`src/rtl/regfile_scoreboard.sv`:
```
// Register file with same-cycle write bypass, per-register busy scoreboard
// and a rising-edge trigger that writes 1 into a fixed register.
module regfile_scoreboard #(
  parameter int ADDRESS_WIDTH = 5,
  parameter int DATA_WIDTH    = 32,
  parameter int TRIGGER_REG   = 5,
  parameter int OBS_REG       = 10
) (
  input  logic                     clk,
  input  logic                     rst,
  input  logic [ADDRESS_WIDTH-1:0] AD1_i,
  input  logic [ADDRESS_WIDTH-1:0] AD2_i,
  input  logic [ADDRESS_WIDTH-1:0] AD3_i,
  input  logic                     WE3_i,
  input  logic [DATA_WIDTH-1:0]    WD3_i,
  input  logic                     ISS_i,
  input  logic [ADDRESS_WIDTH-1:0] ISS_RD_i,
  input  logic                     TRIGGER_i,
  output logic [DATA_WIDTH-1:0]    RD1_o,
  output logic [DATA_WIDTH-1:0]    RD2_o,
  output logic                     BUSY1_o,
  output logic                     BUSY2_o,
  output logic [DATA_WIDTH-1:0]    a0_o
);

  localparam int DEPTH = 2 ** ADDRESS_WIDTH;
  localparam logic [ADDRESS_WIDTH-1:0] TRIG_ADDR = ADDRESS_WIDTH'(TRIGGER_REG);
  localparam logic [ADDRESS_WIDTH-1:0] OBS_ADDR  = ADDRESS_WIDTH'(OBS_REG);

  logic [DATA_WIDTH-1:0] regs [DEPTH];
  logic [DEPTH-1:0]      busy;
  logic                  trig_q;
  logic                  wr_en;
  logic                  iss_en;
  logic                  trig_fire;

  assign wr_en     = WE3_i && (AD3_i != '0);
  assign iss_en    = ISS_i && (ISS_RD_i != '0);
  assign trig_fire = TRIGGER_i && !trig_q && (TRIG_ADDR != '0);

  // Statement order sets priority: issue beats writeback on busy,
  // trigger beats writeback on data.
  always_ff @(posedge clk or posedge rst) begin
    if (rst) begin
      for (int i = 0; i < DEPTH; i++) regs[i] <= '0;
      busy   <= '0;
      trig_q <= 1'b0;
    end else begin
      trig_q <= TRIGGER_i;
      if (wr_en) begin
        regs[AD3_i] <= WD3_i;
        busy[AD3_i] <= 1'b0;
      end
      if (iss_en) busy[ISS_RD_i] <= 1'b1;
      if (trig_fire) regs[TRIG_ADDR] <= DATA_WIDTH'(1);
    end
  end

  assign RD1_o = (AD1_i == '0) ? '0 :
                 (wr_en && (AD1_i == AD3_i)) ? WD3_i : regs[AD1_i];
  assign RD2_o = (AD2_i == '0) ? '0 :
                 (wr_en && (AD2_i == AD3_i)) ? WD3_i : regs[AD2_i];

  assign BUSY1_o = (AD1_i != '0) && busy[AD1_i] && !(WE3_i && (AD3_i == AD1_i));
  assign BUSY2_o = (AD2_i != '0) && busy[AD2_i] && !(WE3_i && (AD3_i == AD2_i));

  assign a0_o = regs[OBS_ADDR];

endmodule

```
`config.mk`:
```
export PLATFORM = sky130hd
export DESIGN_NAME = regfile_scoreboard
export DESIGN_NICKNAME = d
export VERILOG_FILES = /design/src/rtl/regfile_scoreboard.sv
export SDC_FILE = /design/constraint.sdc
export NUM_CORES = 2
export LEC_CHECK = 0
export BUFFER_PORTS_ARGS = -buffer_cell sky130_fd_sc_hd__buf_2
export CAP_MARGIN = 20
export CORE_MARGIN = 4
export CORE_UTILIZATION = 55
export CTS_BUF_LIST = sky130_fd_sc_hd__clkbuf_16
export DETAILED_ROUTE_END_ITERATION = 8
export PLACE_DENSITY = 0.79
export SYNTH_ARGS = -nofsm -noshare
export SYNTH_HDL_FRONTEND = slang
export SYNTH_SLANG_ARGS = --single-unit
```
`constraint.sdc`:
```
create_clock -name clk -period 54.9 [get_ports clk]
set_input_delay 10.98 -clock clk [delete_from_list [all_inputs] [get_ports clk]]
set_output_delay 10.98 -clock clk [all_outputs]
set_load 0.005 [all_outputs]
```
Word-level counts from Yosys, hierarchy flattened
Cells that the tools add are included.
- logic and storage cells: 103
- bits in registers: 1057
- output and inout bits: 98
- equality and inequality tests: 4
- order comparisons: 10
- muxes and demuxes: 25
- bitwise operators: 6
- reductions and logical operators: 24
- operator list (operator ; count):
    $bwmux W1024 ; 1
    $mux W864 ; 1
    $mux W32 ; 12
    $bmux W32 S5 ; 2
    $demux W32 S5 ; 1
    $and A32 B32 Y32 ; 1
    $not A32 Y32 ; 1
    $or A32 B32 Y32 ; 1
    $lt A5 B6 Y1 const B ; 4
    $eq A5 B5 Y1 ; 4
    $reduce_bool A5 Y1 ; 4
    $ge A6 B6 Y1 const B ; 3
    $not A5 Y6 ; 3
    $logic_and A1 B1 Y1 ; 14
    $bmux W1 S5 ; 2
    $demux W1 S5 ; 2
    $ge A5 B1 Y1 const B ; 2
    $logic_not A5 Y1 ; 2
    $lt A6 B1 Y1 const B ; 1
    $mux W1 ; 4
    $logic_not A1 Y1 ; 3
    $reduce_bool A2 Y1 ; 1

Depth between registers and ports, before layout
- depth after elaboration: 9
- mapped depth: 10
- depth with buffers taken out: 5

Least setup slack after synthesis
No wires, ideal clock.
- path kind: input-to-output
- from: input port AD2_i[0]
- to: output port RD2_o[0]
- stages: 7
- arrival time: 12795 ps
- data required time: 43920 ps
- path slack: 31125 ps
- cell sequence: buf_2 > clkbuf_1 > buf_2 > mux4_2 > a22oi_1 > nand2_1 > a32o_1
- longest elaborated chain between the ends: 6
- elaborated cells on any way between the ends: 9
- those cells by class: eq/ne (1); mux (5); bitwise (1); reduce/logical (2)
- ends and longest elaborated chain (element ; line ; source):
    from (decl) ; 12 ; input logic [ADDRESS_WIDTH-1:0] AD2_i,
    $not A5 Y6 (implied by the code) ; 62 ; (wr_en && (AD2_i == AD3_i)) ? WD3_i : regs[AD2_i];
    $bmux W32 S5 ; 62 ;
    $mux W32 (implied by the code) (2 in series) ; 62 ;
    $mux W32 ; 62 ;
    $mux W32 (*) ; 61 ; assign RD2_o = (AD2_i == '0) ? '0 :
    to (decl) ; 20 ; output logic [DATA_WIDTH-1:0] RD2_o,
Every way passes the cells marked *; elsewhere a longest branch is shown, timed or not. The select of a mux whose other input is x is not followed.

Worst setup path after layout
- from: input port AD1_i[1]
- to: output port RD1_o[14]
- longest elaborated chain between the ends: 6
- elaborated cells on any way between the ends: 9
- those cells by class: eq/ne (1); mux (5); bitwise (1); reduce/logical (2)
- ends and longest elaborated chain (element ; line ; source):
    from (decl) ; 11 ; input logic [ADDRESS_WIDTH-1:0] AD1_i,
    $not A5 Y6 (implied by the code) ; 60 ; (wr_en && (AD1_i == AD3_i)) ? WD3_i : regs[AD1_i];
    $bmux W32 S5 ; 60 ;
    $mux W32 (implied by the code) (2 in series) ; 60 ;
    $mux W32 ; 60 ;
    $mux W32 (*) ; 59 ; assign RD1_o = (AD1_i == '0) ? '0 :
    to (decl) ; 19 ; output logic [DATA_WIDTH-1:0] RD1_o,
Marked as above.

==> impl_metrics.ini <==
[sta]
worstMarginPinSlew_ns = 1.19
fmax_ghz = 0.0377
tns_ns = 0
slew-limit-headroom_pct = 20.2
slew_viol_final = 0
min_period_ns = 26.51
hold_viol_final = 0
setup_viol_count_final = 0
finalClockSkew_ns = 0.0254
layout_setup_ws_ns = 28.39
period_share_pct = 48.3
grt_setup_unrepaired = false

[logic_synthesis]
synth_top_flop_cell = dfrtp_1
ys_types = 61
yosysWarnings = 0
synthCells = 4083
synth-async-reset-ratio_pct = 100
synth_edf_count = 0
postSynthRegisterBits = 1057
netlist_area_sq_um = 56900
synth_nets = 4140
synth_area_leaders = dfrtp_1, mux2_2, mux4_2
ys_seq_area_share_pct = 46.5
synth_top_cell_by_area = dfrtp_1
syn_avg_cell_area_sq_um = 13.9
synth_top_area_share_pct = 46.5

[floorplan]
core_sq_um = 102000
die_x_um = 330
initial_core_util_pct = 55.7
die_y_um = 330
row_count = 117
ios = 155
die_area_sq_um = 109000

[setup_path]
critPathKind = input port to primary output
end_kind = primary output
cp_max_fo = 38
crit_buf_inv = 5
cpMostUsedCell = buf_4
crit_slowest_cell = nand2_1
cpPeakStageDelay_ns = 0.75
cp_top_family = buffers and inverters
cp-start-kind = input port
cp.arrival_ns = 15.53
cp_cell_sequence = buf_6 > buf_4 > buf_4 > xnor2_1 > nand4_1 > or2_2 > buf_4 > nand2_1 > o211ai_1 > buf_2
required_ns = 43.92

[clock_tree]
clockBufferDepth = 3
cts_buffers = 109
ctsRootBufferMaster = clkbuf_16
insertion_delay_ns = 0.71
postCtsSetupBuffers = 0
cts_resized = 0
cts_tree = yes
clock_sinks = 1057
cts-hold-fix-buffers = 0
h-tree-depth = 3
path_clk_slew_ns = 0.06

[global_route]
grt_overflow = 0
track_usage_pct = 34.1
antenna_found_initial = 5
first_global_vias = 40000
grt_max_degree = 167
grt_first_pass_wirelength_mm = 272

[detailed_routing]
drc = 0
routed_wl_mm = 186
avgRoutedWirePerCell_um = 34.3
firstDrtPassIters = 6
drtIter0Drc = 5489
vias = 40200
via_per_inst = 7.41
postRouteAntennaNets = 0

[placement]
place.gp.congestion = 0.856
place_ws_ns = 28.50
io_buffers = 154
place.detailed.hpwl_mm = 104
placed_cells = 5211
placed_area_sq_um = 58100

[worst_hold_path]
min_path_type = register to register

[finish]
nNetsFinal = 4014
stdcell_count = 5424
synthToLayoutAreaGrowth_pct = 8.69
drive_gt1_share_pct = 43.8
fin_area_sq_um = 61800

[power]
vdd_drop_max_mv = 0.0272
p_per_area_nw_per_um2 = 36.3
p_leak_nw = 27.3

[outcome]
status = finished, final reports clean

[flow_run]
maxCapViolCount = 0
through the flow:
step           total power [mW]  hold WS, ns  utilization, %
4_1_cts                    2.23        0.396            60.4
6_report                   2.24        0.392            60.5
2_1_floorplan              1.36        0.441               -
3_5_place_dp               1.48        0.383            56.9
3_3_place_gp               1.46        0.376            56.9
5_1_grt                    2.32        0.407            60.5
cells in the mapped netlist (4+ instances only):
library cell	n
a2111oi_0	8
a211oi_1	10
a21o_1	7
a21oi_1	102
a221o_1	11
a221oi_1	60
a22o_1	48
a22oi_1	96
a311oi_1	5
a32o_1	36
buf_1	25
buf_2	123
buf_4	55
buf_6	9
clkbuf_1	279
dfrtp_1	1057
mux2_1	4
mux2_2	938
mux2i_1	336
mux4_2	371
nand2_1	126
nand2b_1	16
nand3_1	16
nand3b_1	7
nand4_1	5
nor2_1	37
nor2b_1	16
nor3_1	14
nor3b_1	9
nor4_1	5
o211a_1	4
o211ai_1	7
o21ai_0	92
o221ai_1	63
o22a_1	8
o22ai_1	18
or2_2	5
or3_1	8
xnor2_1	8
per-layer routing:
layer | global-route usage [%] | vias up | share of wire (%)
li1 | - | 15500 | -
met1 | 44.4 | 20900 | 36
met2 | 51.8 | 3011 | 45
met3 | 8.86 | 727 | 12
met4 | 20.5 | 0 | 6.8
met5 | 0 | - | 0
power breakdown:
| group | switching, mW | internal (mW) | total [mW] |
|---|---|---|---|
| sequential | 0.115 | 0.923 | 1.04 |
| clock | 0.325 | 0.434 | 0.759 |
| combinational | 0.194 | 0.253 | 0.446 |
| total | 0.633 | 1.61 | 2.24 |
flip-flops by register name, indices dropped and copies added, names as in the netlist:
register,count
regs,992
busy,32
trig_q,1
a0_o,32
cell families (layout without fill, tap and decap cells):
group,after synthesis,after routing,synth area share [%]
flip-flops,1057,1057,46.5
other,0,9,0
AND/OR/NAND/NOR,283,283,2.55
buffers and inverters,497,461,4.03
multiplexers,1649,1649,39.3
XOR/XNOR,10,10,0.154
AO/OA/AOI/OAI,587,587,7.51
path summary, 6_finish.rpt:
kind | from | depth (start not counted) | to | slack, ns
min | regs[1001]$_DFFE_PP0P_ | 0 | regs[1001]$_DFFE_PP0P_ | 0.39
min in group asynchronous | rst | 2 | regs[32]$_DFFE_PP0P_ | 10.40
max reg2reg | trig_q$_DFF_PP0_ | 5 | regs[832]$_DFFE_PP0P_ | 52.85
min reg2reg | regs[1001]$_DFFE_PP0P_ | 0 | regs[1001]$_DFFE_PP0P_ | 0.39
max | AD1_i[1] | 10 | RD1_o[14] | 28.39
max in group asynchronous | rst | 5 | regs[211]$_DFFE_PP0P_ | 41.28
layout by cell type, fill, tap and decap left out, types with 16 or more instances in the layout:
master and instances:
clkinv_1 30, a21oi_1 100, nor2_1 20, nand2_1 115
clkbuf_16 110, o22ai_1 18, o21ai_0 92, a221oi_1 60
buf_2 147, inv_1 25, o221ai_1 63, mux2i_1 336
nand3_1 16, buf_4 98, mux4_2 371, a22o_1 48
a32o_1 36, dfrtp_1 1057, nor2_4 16, mux2_2 938
a22oi_1 96
layout make-up:
cell class	instances	area [sq um]
Fill cell	7686	40400
Multi-Input combinational cell	2529	28400
Sequential cell	1057	26500
Clock buffer	110	2750
Tap cell	1368	1710
Timing Repair Buffer	255	1640
Clock inverter	91	843
Inverter	5	26.3
Antenna cell	9	22.5
No activity file was read; power rests on OpenSTA's default activity.
